## config.mk

```make
export PLATFORM = sky130hd
export DESIGN_NAME = reg_file_sb
export DESIGN_NICKNAME = d
export VERILOG_FILES = /design/src/rtl/reg_file_sb_pkg.sv /design/src/rtl/reg_file_sb_rdport.sv /design/src/rtl/reg_file_sb.sv
export SDC_FILE = /design/constraint.sdc
export NUM_CORES = 1
export LEC_CHECK = 0
export ABC_AREA = 1
export CORE_MARGIN = 2
export CORE_UTILIZATION = 65
export DETAILED_ROUTE_END_ITERATION = 8
export PLACE_DENSITY = 0.86
export SETUP_SLACK_MARGIN = 0.3
export SLEW_MARGIN = 10
export SYNTH_ARGS = -nofsm -noshare
export SYNTH_HDL_FRONTEND = slang
export SYNTH_HIERARCHICAL = 1
export SYNTH_SLANG_ARGS = --single-unit
```

## constraint.sdc

```tcl
create_clock -name clk -period 14.28 [get_ports clk]
set_clock_uncertainty 0.05 [all_clocks]
set_input_delay 2.856 -clock clk [delete_from_list [all_inputs] [get_ports clk]]
set_output_delay 2.856 -clock clk [all_outputs]
set_load 0.005 [all_outputs]
```

## src/rtl/reg_file_sb_pkg.sv

```systemverilog
// reg_file_pkg: shared defaults, types and constants for the reg_file_sb register file.
//   DATA_W_DEF / ADDR_W_DEF : default word and address widths
//   data_t / addr_t         : default-width data word and register address
//   ZERO_ADDR               : address of the hardwired zero register
package reg_file_pkg;
    localparam int DATA_W_DEF = 8;
    localparam int ADDR_W_DEF = 4;
    typedef logic [DATA_W_DEF-1:0] data_t;
    typedef logic [ADDR_W_DEF-1:0] addr_t;
    localparam addr_t ZERO_ADDR = '0;
endpackage

```

## src/rtl/reg_file_sb_rdport.sv

```systemverilog
// reg_file_sb_rdport: one combinational read port with zero-register mask, busy lookup and optional write bypass.
//   addr                 : read address
//   regs / busy_vec      : current storage and scoreboard state
//   we0/wa0/wd0, we1/wa1/wd1 : this cycle's write ports (enables already qualified by the top)
//   iss_en / iss_addr    : this cycle's issue (already qualified)
//   rdata / busy         : read data and scoreboard bit for addr
// Macro REG_FILE_SB_BYPASS_EN enables same-cycle forwarding of write data and busy clearing.
module reg_file_sb_rdport
    import reg_file_pkg::*;
#(
    parameter int DATA_W   = DATA_W_DEF,
    parameter int ADDR_W   = ADDR_W_DEF,
    parameter int ZERO_REG = 1
) (
    input  logic [ADDR_W-1:0]     addr,
    input  logic [DATA_W-1:0]     regs [2**ADDR_W],
    input  logic [2**ADDR_W-1:0]  busy_vec,
    input  logic                  we0,
    input  logic [ADDR_W-1:0]     wa0,
    input  logic [DATA_W-1:0]     wd0,
    input  logic                  we1,
    input  logic [ADDR_W-1:0]     wa1,
    input  logic [DATA_W-1:0]     wd1,
    input  logic                  iss_en,
    input  logic [ADDR_W-1:0]     iss_addr,
    output logic [DATA_W-1:0]     rdata,
    output logic                  busy
);
`ifdef REG_FILE_SB_BYPASS_EN
    localparam bit BYPASS = 1'b1;
`else
    localparam bit BYPASS = 1'b0;
`endif
    logic hit0, hit1, hit_iss, is_zero;
    always_comb begin
        hit0    = we0 && (wa0 == addr);
        hit1    = we1 && (wa1 == addr);
        hit_iss = iss_en && (iss_addr == addr);
        is_zero = (ZERO_REG != 0) && (addr == ADDR_W'(ZERO_ADDR));
        // port 0 forwards over port 1, mirroring storage priority
        rdata   = is_zero ? '0 : (BYPASS && hit0) ? wd0 : (BYPASS && hit1) ? wd1 : regs[addr];
        // a completing write hides busy unless a new issue to the same register lands on the same edge
        busy    = !is_zero && busy_vec[addr] && !(BYPASS && (hit0 || hit1) && !hit_iss);
    end
endmodule

```

## src/rtl/reg_file_sb.sv

```systemverilog
// reg_file_sb: 2-read / 2-write register file with per-register busy scoreboard.
//   clk, rst (async active-high)
//   ra/rb -> read_a/read_b, busy_a/busy_b : combinational read ports
//   we0/wa0/wd0 : ALU writeback (wins collisions); we1/wa1/wd1 : load writeback
//   iss_en/iss_addr : mark destination busy; any_busy : OR of stored busy bits
// Macro REG_FILE_SB_BYPASS_EN enables same-cycle write forwarding in the read ports.
module reg_file_sb
    import reg_file_pkg::*;
#(
    parameter int DATA_W   = DATA_W_DEF,
    parameter int ADDR_W   = ADDR_W_DEF,
    parameter int ZERO_REG = 1
) (
    input  logic              clk,
    input  logic              rst,
    input  logic [ADDR_W-1:0] ra,
    input  logic [ADDR_W-1:0] rb,
    output logic [DATA_W-1:0] read_a,
    output logic [DATA_W-1:0] read_b,
    output logic              busy_a,
    output logic              busy_b,
    input  logic              we0,
    input  logic [ADDR_W-1:0] wa0,
    input  logic [DATA_W-1:0] wd0,
    input  logic              we1,
    input  logic [ADDR_W-1:0] wa1,
    input  logic [DATA_W-1:0] wd1,
    input  logic              iss_en,
    input  logic [ADDR_W-1:0] iss_addr,
    output logic              any_busy
);
    localparam int DEPTH = 2**ADDR_W;
    logic [DATA_W-1:0] regs_q [DEPTH];
    logic [DATA_W-1:0] regs_d [DEPTH];
    logic [DEPTH-1:0]  busy_q, busy_d;
    logic              we0_v, we1_v, iss_v;
    always_comb begin
        // accesses to the hardwired zero register are dropped here so storage and scoreboard never see them
        we0_v  = we0 && !((ZERO_REG != 0) && (wa0 == ADDR_W'(ZERO_ADDR)));
        we1_v  = we1 && !((ZERO_REG != 0) && (wa1 == ADDR_W'(ZERO_ADDR)));
        iss_v  = iss_en && !((ZERO_REG != 0) && (iss_addr == ADDR_W'(ZERO_ADDR)));
        regs_d = regs_q;
        busy_d = busy_q;
        // port 1 first so port 0 overwrites it on a collision; both still count as completions
        if (we1_v) begin
            regs_d[wa1] = wd1;
            busy_d[wa1] = 1'b0;
        end
        if (we0_v) begin
            regs_d[wa0] = wd0;
            busy_d[wa0] = 1'b0;
        end
        // issue applied last: a new op supersedes a completing one
        if (iss_v) busy_d[iss_addr] = 1'b1;
    end
    always_ff @(posedge clk or posedge rst) begin
        if (rst) begin
            for (int i = 0; i < DEPTH; i++) regs_q[i] <= '0;
            busy_q <= '0;
        end else begin
            regs_q <= regs_d;
            busy_q <= busy_d;
        end
    end
    assign any_busy = |busy_q;
    reg_file_sb_rdport #(.DATA_W(DATA_W), .ADDR_W(ADDR_W), .ZERO_REG(ZERO_REG)) u_rd_a (
        .addr(ra), .regs(regs_q), .busy_vec(busy_q),
        .we0(we0_v), .wa0(wa0), .wd0(wd0), .we1(we1_v), .wa1(wa1), .wd1(wd1),
        .iss_en(iss_v), .iss_addr(iss_addr), .rdata(read_a), .busy(busy_a)
    );
    reg_file_sb_rdport #(.DATA_W(DATA_W), .ADDR_W(ADDR_W), .ZERO_REG(ZERO_REG)) u_rd_b (
        .addr(rb), .regs(regs_q), .busy_vec(busy_q),
        .we0(we0_v), .wa0(wa0), .wd0(wd0), .we1(we1_v), .wa1(wa1), .wd1(wd1),
        .iss_en(iss_v), .iss_addr(iss_addr), .rdata(read_b), .busy(busy_b)
    );
endmodule

```

Yosys cells after proc, flatten, opt, wreduce, memory -nomap -nowiden
Index checks and enable logic that the tools add are counted.

Muxes and demuxes: 29. Reductions and logical operators: 21. Order comparisons: 14. Bitwise logic cells: 9.

Operators by type and width (number): $bwmux 128 (2); $mux 128 (2); $bmux 8 s4 (2); $demux 8 s4 (2); $mux 8 (8); $mux 16 (3); $and 16x16->16 (2); $not 16->16 (2); $lt 4x5->1 const B (5); $ge 5x5->1 const B (4); $logic_not 4->1 (5); $not 4->5 (4); $or 16x16->16 (1); $reduce_or 16->1 (1); $demux 1 s4 (3); $ge 4x1->1 const B (3); $logic_and 1x1->1 (10); $lt 5x1->1 const B (2); $bmux 1 s4 (2); $logic_not 1->1 (5); $mux 1 (5).

Logic and storage cells: 90. Bits of input ports: 41. Output and inout port bits: 19. Flip-flop bits (word level): 144.

Logic depth before layout (Yosys ltp)
Gate-level depths: netlist of run 1.

Depth after elaboration: 11. Mapped depth: 9. Mapped depth without buffers: 9.

Hierarchy
Netlist of run 1, hierarchy kept.

By module, submodules not included: reg_file_sb (cells an instance 978, area each 7228.2 um^2, instances 1, seq. area each 3603.5 um^2); reg_file_sb_rdport (cells an instance 453, area each 1859.3 um^2, instances 2, seq. area each 0.0 um^2).

Worst setup path before layout of run 1
OpenSTA, ideal clock, no wires.

Path type: input to output. Start: input port ra[0]. End: output port busy_a. Required time: 11374 ps. Path slack: 7729 ps. Data arrival time: 3645 ps. Stages: 4. Path buffers: 2. Cell sequence: buf_4 > buf_6 > nor4_4 > a21oi_1.

Cells in the longest elaborated chain, start to end: 3. Elaborated cells between the ends (all ways): 5. Those cells by class: mux: 2; reduce/logical: 3.

RTL lines: start, declared (RTL line reg_file_sb.sv:16) `input logic [ADDR_W-1:0] ra,`; $bmux 1 s4 or $logic_not 4->1 (tied branches) (RTL line reg_file_sb_rdport.sv:43, reg_file_sb_rdport.sv:39); $mux 1 (implied by the code) or $logic_not 1->1 (tied branches) (RTL line reg_file_sb_rdport.sv:43) `busy = !is_zero && busy_vec[addr] && !(BYPASS && (hit0 || hit1) && !hit_iss);`; $logic_and 1x1->1 (*) (RTL line reg_file_sb_rdport.sv:43); end, declared (RTL line reg_file_sb.sv:20) `output logic busy_a,`.

Every way passes the cells marked *; elsewhere a longest branch is shown, timed or not. The select of a mux whose other input is x is not followed.

Worst setup path in the final report of run 1
Start: input port rb[1]. End: output port busy_b.

Cells in the longest elaborated chain, start to end: 3. Elaborated cells between the ends (all ways): 5. Those cells by class: mux: 2; reduce/logical: 3.

RTL lines: start, declared (RTL line reg_file_sb.sv:17) `input logic [ADDR_W-1:0] rb,`; $bmux 1 s4 or $logic_not 4->1 (tied branches) (RTL line reg_file_sb_rdport.sv:43, reg_file_sb_rdport.sv:39); $mux 1 (implied by the code) or $logic_not 1->1 (tied branches) (RTL line reg_file_sb_rdport.sv:43); $logic_and 1x1->1 (*) (RTL line reg_file_sb_rdport.sv:43); end, declared (RTL line reg_file_sb.sv:21) `output logic busy_b,`.

Marked as above.

==> metrics.yaml, run 1 <==
outcome:
  run_status: "completed"
grt:
  grt_overflow: 0
  antenna_found_initial: 0
  grt_max_degree: 87
  grt_first_pass_wirelength_um: 65000
  globalRouteTotalUtil_pct: 49.2
  vias_in_the_first_global_route: 11200
clock_tree:
  postCtsHoldBufs: 0
  cts_root_buffer: "clkbuf_16"
  cts_resized: 0
  post_cts_buffers: 0
  h-tree-depth: 4
  clock_sinks: 144
  tritoncts.num_buffers: 17
  tritoncts_clock_tree: "yes"
  clock_latency_ns: 0.42
  clock_path_buffers: 2
  clk_pin_slew_ns: 0.08
setup_path:
  critical_path.cell_chain: "clkdlybuf4s50_1 -> buf_4 -> clkinv_1 -> nand3_1 -> nand2_1 -> nand2_1 -> nand2_1 -> inv_1 -> a21oi_1 -> clkdlybuf4s50_1"
  timing.critical_path.to_type: "output pin"
  worst-endpoint-required_ns: 11.37
  crit_slowest_cell: "clkinv_1"
  setup.worst_path.class: "in -> out"
  critPathMostFrequentCell: "nand2_1"
  cp.buffers_inverters: 5
  timing.critical_path.arrival_ns: 5.74
  startpoint_type: "input port"
  path_max_fanout: 38
  critical-path-top-delay-family: "buffers and inverters"
  worst_path_largest_cell_delay_ns: 0.87
routing:
  drt_pass_1_iters: 9
  route.vias.total: 12800
  wire_per_inst_um: 20.5
  drtIter0Drc: 2229
  drc: 0
  wirelength_um: 43400
  antenna_violating_nets_post_route: 0
  drt-vias-per-instance: 6.02
min_path:
  holdCritPathClass: "reg -> reg"
power_and_ir_drop:
  powerDensity_nw_per_um2: 130
  power.ir.vdd_worst_mv: 0.105
  leakagePower_nw: 6.98
die:
  die_width_um: 134
  core-area_sq_um: 16500
  io_pins: 60
  design.die.area_sq_um: 17900
  initial_core_utilization_pct: 66.1
  die_h_um: 134
  floorplan.rows: 47
yosys:
  yosys_warnings: 6
  post_synth.cell_area_avg_sq_um: 5.81
  netlist_instances: 1881
  syn-cell-area_sq_um: 10900
  post_synth_net_total: 1922
final_layout:
  antenna-diode-count: 0
  layout.filler_cells: 1428
  mostFrequentLayoutCells: "nand2_1, inv_1, nand3_1"
  final_net_count: 1925
  final_util_pct: 72.7
  final_common_cell: "nand2_1"
  final_layout_size_suffix_gt1_share_pct: 4.53
  area_growth_syn_to_layout_pct: 9.96
sta:
  timing.final.max_slew_violations: 0
  finalSetupViolations: 0
  layout_min_cycle_time_ns: 8.65
  hold_violations: 0
  max_clock_freq_ghz: 0.116
  fin_setup_tns_ns: 0
  timing_worst_slew_pin_value_ns: 0.933
  grt_setup_unrepaired: "false"
  post-route-period-util_pct: 60.5
  timing.slew.headroom_pct: 37.4
flow_run:
  drv.max_cap_violation_count: 0
placement:
  port-buffer-count: 59
  routabilityCongestion: 1.01
  dpl_wire_length_um: 30100
[state kept, by name, summed over array words and instances, names as in the netlist]
register,flops
busy_q,16
regs_q,128
[path summary, 6_finish.rpt]
path                                       startpoint  depth (start not counted)               endpoint  slack, ns
worst min-delay path            regs_q[126]$_DFF_PP0_                          0  regs_q[126]$_DFF_PP0_       0.35
worst max-delay path                            rb[1]                         10                 busy_b       5.63
worst min register to register  regs_q[126]$_DFF_PP0_                          0  regs_q[126]$_DFF_PP0_       0.35
min in group asynchronous                         rst                          2   regs_q[40]$_DFF_PP0_       2.89
max in group asynchronous                         rst                          3   busy_q[15]$_DFF_PP0_       9.95
worst max register to register   regs_q[24]$_DFF_PP0_                          4   regs_q[24]$_DFF_PP0_      13.18
[stage by stage]
step                power (mW)  hold WS, ns  setup WS, ns  instance area [sq um]  instances
detailed placement        1.07        0.342          5.68                  11400       2085
global route              1.63        0.381          5.35                  12000       2117
finish                    1.57        0.354          5.63                  12000       2117
floorplan                0.886        0.400          7.51                  10900       1881
global placement          1.06        0.340          5.73                  11400       2085
CTS                       1.52        0.359          5.67                  12000       2117
[final cells by class]
| type | count | area (sq um) | share of cell area, % |
|---|---|---|---|
| clock buffers | 20 | 467 | 3.88 |
| flip-flops and latches | 144 | 3600 | 30.0 |
| well taps | 220 | 275 | 2.29 |
| multi-input cells | 1328 | 5680 | 47.3 |
| repair buffers | 70 | 663 | 5.52 |
| clock inverters | 12 | 113 | 0.937 |
| inverters | 323 | 1220 | 10.1 |
[metal layers]
metal,track usage [%],part of all wire [%],up-vias
li1,-,-,5714
met4,27.1,6.8,0
met5,0,0,-
met1,65.3,35,5756
met3,18.2,18,205
met2,69.5,40,1079
[worst register-to-register path: cells and delay by family (launching register included)]
kind / cells / cell delay [ns]
flops: 1 / 0.41
simple gates: 2 / 0.19
compound gates: 2 / 0.28
[report_power, final]
part           switching, mW  internal, mW
logic                  0.297         0.170
registers              0.143         0.500
clock network          0.211         0.245
total                  0.651         0.914
Note: power is estimated with default switching activity, not from simulation.
==> run 2, diff against run 1 <==
CORE_UTILIZATION = 56   (was 65)
PLACE_DENSITY = 0.78   (was 0.86)
clock period = 7.3 ns   (was 14.28 ns; I/O delays follow)
==> run 2 against run 1 <==
Sequential power rose by 98%. Combinational power grew 90%. Sequential cell count did not move. Via count is 6.0% lower. Critical path type unchanged. Largest cell class unchanged.
==> metrics.yaml, run 2 (synthesized netlist as in run 1, its figures left out) <==
outcome:
  run_status: "completed"
routing:
  wirelength_um: 43000  # -0.91%
  drc: 0  # unchanged
  drt_pass_1_iters: 6  # -3
  drtIter0Drc: 1789  # -20%
  wire_per_inst_um: 19.9  # -3.1%
  route.vias.total: 12000  # -6.0%
  drt-vias-per-instance: 5.54  # -8.1%
  antenna_violating_nets_post_route: 0  # unchanged
setup_path:
  worst_path_largest_cell_delay_ns: 0.80  # -0.07 ns
  critical_path.cell_chain: "clkdlybuf4s50_1 -> inv_2 -> nor2_1 -> nand2_1 -> nand2_1 -> inv_1 -> a21oi_1 -> clkdlybuf4s50_1"
  worst-endpoint-required_ns: 5.79  # -5.58 ns
  timing.critical_path.arrival_ns: 4.01  # -1.73 ns
  startpoint_type: "input port"
  critical-path-top-delay-family: "buffers and inverters"
  crit_slowest_cell: "clkdlybuf4s50_1"
  setup.worst_path.class: "in -> out"
  timing.critical_path.to_type: "output pin"
  cp.buffers_inverters: 4  # -1
  path_max_fanout: 12  # -68%
min_path:
  holdCritPathClass: "reg -> reg"
clock_tree:
  tritoncts_clock_tree: "yes"
  postCtsHoldBufs: 0  # unchanged
  h-tree-depth: 4  # unchanged
  clock_path_buffers: 2  # unchanged
  cts_resized: 0  # unchanged
  clock_sinks: 144  # unchanged
  post_cts_buffers: 0  # unchanged
  cts_root_buffer: "clkbuf_16"
  tritoncts.num_buffers: 17  # unchanged
  clk_pin_slew_ns: 0.07  # about the same
  clock_latency_ns: 0.42  # about the same
final_layout:
  final_layout_size_suffix_gt1_share_pct: 4.68  # +0.15 points
  largest_register_ffs: 128  # unchanged
  final_net_count: 1929  # +0.21%
  antenna-diode-count: 0  # unchanged
  mostFrequentLayoutCells: "nand2_1, inv_1, nand3_1"
  final_util_pct: 62.6  # -10 points
  final_common_cell: "nand2_1"
  reg.largest.list: "regs_q (128), busy_q (16)"
  final_cells: 2165  # +2.3%
  area_growth_syn_to_layout_pct: 10.7
  registers.top_by_ff_count: "regs_q"
sta:
  timing.final.max_slew_violations: 0  # unchanged
  layout_min_cycle_time_ns: 5.52
  grt_setup_unrepaired: "false"
  timing.slew.headroom_pct: 38.6  # +1.2 points
  hold_violations: 0  # unchanged
  finalSetupViolations: 0  # unchanged
  max_clock_freq_ghz: 0.181
  fin_setup_tns_ns: 0  # unchanged
  timing_worst_slew_pin_value_ns: 0.918  # -0.0150 ns
  post-route-period-util_pct: 75.5
grt:
  antenna_found_initial: 0  # unchanged
  vias_in_the_first_global_route: 10500  # -6.6%
  grt_max_degree: 85  # -2.3%
  grt_overflow: 0  # unchanged
  grt_first_pass_wirelength_um: 63100  # -2.9%
  globalRouteTotalUtil_pct: 42.1  # -7.1 points
die:
  core-area_sq_um: 19300  # +17%
  floorplan.rows: 51  # +8.5%
  initial_core_utilization_pct: 56.5  # -9.6 points
  design.die.area_sq_um: 20700  # +16%
  io_pins: 60  # unchanged
  die_h_um: 144  # +7.5%
  die_width_um: 144  # +7.5%
power_and_ir_drop:
  power_switching_share_pct: 40.8  # -0.73 points
  power.ir.vdd_worst_mv: 0.156  # +48%
  combinational_cell_fraction_of_total_power_pct: 29.3  # -0.5 points
  power.net_switching_mw: 1.24  # +90%
  power.clock.fraction_pct: 28.8  # -0.3 points
  power_report.internal_total_mw: 1.79  # +96%
  leakagePower_nw: 6.98  # about the same
  seqPwrFrac_pct: 41.9  # +0.9 points
  powerDensity_nw_per_um2: 250  # +92%
placement:
  routabilityCongestion: 1.06  # +4.9%
  dpl.cell_count: 2134  # +2.4%
  dpl_wire_length_um: 30400  # +1.1%
  port-buffer-count: 59  # unchanged
flow_run:
  drv.max_cap_violation_count: 0  # unchanged
-- run 2: cell types whose count changed in the layout (fill, tap and decap cells not counted) --
cell        delta
clkbuf_8       -3
inv_8          -2
clkinv_2       -1
clkinvlp_4     +2
bufinv_16      +1
clkinv_4       +2
buf_4          +4
-- run 2: through the flow --
| stage | hold slack (ns) | setup WS (ns) | cell area [sq um] | total power, mW |
|---|---|---|---|---|
| final | 0.354 | 1.78 | 12100 | 3.03 |
| after global routing | 0.367 | 1.55 | 12100 | 3.19 |
| after CTS | 0.357 | 1.83 | 12100 | 2.97 |
| after detailed placement | 0.341 | 1.84 | 11500 | 2.10 |
| after global placement | 0.339 | 1.77 | 11500 | 2.08 |
| after floorplan | 0.400 | 1.92 | 10900 | 1.73 |
-- run 2: layout make-up --
| cell class | instances | area [sq um] |
|---|---|---|
| repair buffers | 74 | 693 |
| well taps | 265 | 332 |
| clock buffers | 17 | 425 |
| flip-flops and latches | 144 | 3600 |
| multi-input cells | 1328 | 5680 |
| inverters | 323 | 1220 |
| fillers | 1894 | 7240 |
| clock inverters | 14 | 148 |
-- run 2: final timing paths --
path / slack (ns) / end / depth (start not counted) / from
worst max register to register: 6.24 / regs_q[28]$_DFF_PP0_ / 4 / regs_q[28]$_DFF_PP0_
worst min register to register: 0.35 / regs_q[124]$_DFF_PP0_ / 0 / regs_q[124]$_DFF_PP0_
max in group asynchronous: 4.33 / regs_q[8]$_DFF_PP0_ / 3 / rst
worst max-delay path: 1.78 / read_b[3] / 8 / rb[2]
worst min-delay path: 0.35 / regs_q[124]$_DFF_PP0_ / 0 / regs_q[124]$_DFF_PP0_
min in group asynchronous: 1.50 / regs_q[78]$_DFF_PP0_ / 2 / rst
-- run 2: power groups by stage --
stage | clock network [mW] | logic (mW) | registers, mW
floorplan | 0 | 0.633 | 1.10
global placement | 0 | 0.843 | 1.24
detailed placement | 0 | 0.858 | 1.24
CTS | 0.873 | 0.869 | 1.23
global route | 0.910 | 1.01 | 1.27
finish | 0.872 | 0.886 | 1.27
-- run 2: layer usage --
layer,part of all wire (%),up-vias,wire [um],track usage [%]
met5,0,-,0,0
met4,4.4,0,1900,18.4
met3,16,109,6920,17.6
met2,40,802,17400,57.2
met1,39,5373,16800,58.2
li1,-,5707,-,-
==> RTL edit: new RTL, config.mk and constraints of run 2 <==
Set the package constant `ADDR_W_DEF` to 5 (it was 4).
--- a/src/rtl/reg_file_sb_pkg.sv
+++ b/src/rtl/reg_file_sb_pkg.sv
@@ -6,3 +6,3 @@
     localparam int DATA_W_DEF = 8;
-    localparam int ADDR_W_DEF = 4;
+    localparam int ADDR_W_DEF = 5;
     typedef logic [DATA_W_DEF-1:0] data_t;
Ports: changed (5 resized); port bits go from 60 to 65. The function was not compared with the original's and may differ.
==> RTL edit against run 2 <==
  * Power grew 100%
  * Critical path type unchanged
  * Die area grew 86%
  * Sequential share of layout area grew 2.4 points
  * Sequential power grew 91%
  * Final area grew 85%
  * Sequential cell count grew 144
  * Synthesized area grew 89%
  * Via count grew 110%
  * Count of clock-buffer cells in the layout grew 29
  * Core utilization shrank 1.2 points
  * Setup slack lost 0.68 ns
  * Routed wire length grew 120%
==> RTL edit: results (changes against run 2) <==
The number of fillers in the final layout was 3551 (+87%); the total inserted antenna cells was 0 (unchanged). The run finished with clean final reports. In this run the critical register-to-register path is launched from regs_q[50]. The tools report the total of warnings raised by yosys as 6 (unchanged). The critical path starts at rb[0]. The worst-skew pair later-pin latency was 0.56 ns (+0.14 ns). The average wire length per cell after detail routing was 24.20 µm (+22%).

The tools report the pin count of the biggest net entering global routing as 145 (+71%). The final estimated routing congestion in global placement is 1.086 (+2.8%), and the number of nets produced by synthesis is 3542 (+84%). The tools report the H-tree depth as 2 (-2). For hold timing, the worst endpoint is regs_q[254].

For this design, the slowest cell found on the critical path is sky130_fd_sc_hd__inv_6. For the maximum count of clock buffers along a single path, the log shows 3 (+1). The run gives 7 (+1) as the number of detailed-routing iterations run before antenna repair. In this run the most critical hold path is launched from regs_q[254]. The initial antenna violation count is 1 (+1), and the post-route fraction of the period consumed by the critical path is 84.80% (+9.3 points). Wire length reported by the detailed router: 94890 µm (+120%). The area after detailed placement was 0.02117 mm² (+84%); the number of clock buffers inserted by TritonCTS was 35 (+18).

The tools report the minimum setup slack after placement as 1.434 ns (-0.4042 ns). The overall track demand over capacity in global routing was 49.17% (+7.1 points). In the final layout, the registers with the most flip-flops are regs_q: 256 flops, busy_q: 32 flops. The cell count after placement is 3858 (+81%). Transition time at the pin with the least slew margin: 1.330 ns (+0.4121 ns). The number of cell instances on the worst register-to-register path was 4 (unchanged); the hold-critical path depth was 0 (unchanged). The count of buffers from port buffering was 64 (+8.5%); the half-perimeter wire length of the detailed placement result was 60400 µm (+98%).

The tools report the end of the critical path as read_b[4]. For the flop-to-flop setup slack, the log shows 6.29 ns (+0.05 ns). Number of global-route vias before repair: 22410 (+110%). The root buffer cell chosen for the clock tree is sky130_fd_sc_hd__clkbuf_16. The endpoint identified for the worst register-to-register timing path is regs_q[50].

Category of cells accounting for the largest share of critical-path delay: buffers and inverters. The highest ir drop seen on vdd is 0.2044 mV (+31%). The largest fanout of any net on the critical path was 127 (+115).

The tightest min-delay check is of the flip-flop to flip-flop type. The logs give 4039 (+130%) for the count of routing violations after the opening detailed-route iteration and 0.3533 ns (-0.0006410 ns) for the worst hold slack. The delay of the slowest cell on the worst path is 0.83 ns (+0.03 ns). The post-detailed-route via-to-cell ratio is 6.270 (+13%), and the share of layout cells above drive strength 1 is 3.997% (-0.69 points). The tools report the static power due to leakage as 12.18 nW (+74%).

The mean post-synth cell area is 5.917 µm² (+1.8%). The data arrival at the endpoint of the critical path came out at 4.68 ns (+0.67 ns). The first-pass GRT wire length was 140300 µm (+120%).
[RTL edit: routing by layer]
layer  part of all wire (%)  wire length (µm)  global-route usage [%]
met1                     35             33480                   63.59
met2                     40             38080                   69.38
met3                     17             16340                   18.02
met4                    7.4              6991                   31.34
met5                 0.0084                 8                       0
[RTL edit: final cells by class]
cell class | count | area, µm² | area share (%)
Clock buffer | 46 | 999.7 | 4.459
Timing Repair Buffer | 109 | 1013 | 4.521
Clock inverter | 17 | 245.2 | 1.094
Multi-Input combinational cell | 2747 | 11430 | 50.98
Inverter | 246 | 937.1 | 4.180
Tap cell | 468 | 585.6 | 2.612
Sequential cell | 288 | 7207 | 32.15
[RTL edit: report_power, final]
part / leakage (nW) / switching (mW) / internal [mW]
sequential: 3.45 / 0.440 / 1.99
combinational: 8.11 / 1.08 / 0.582
clock: 0.615 / 0.772 / 1.18
total: 12.2 / 2.29 / 3.76
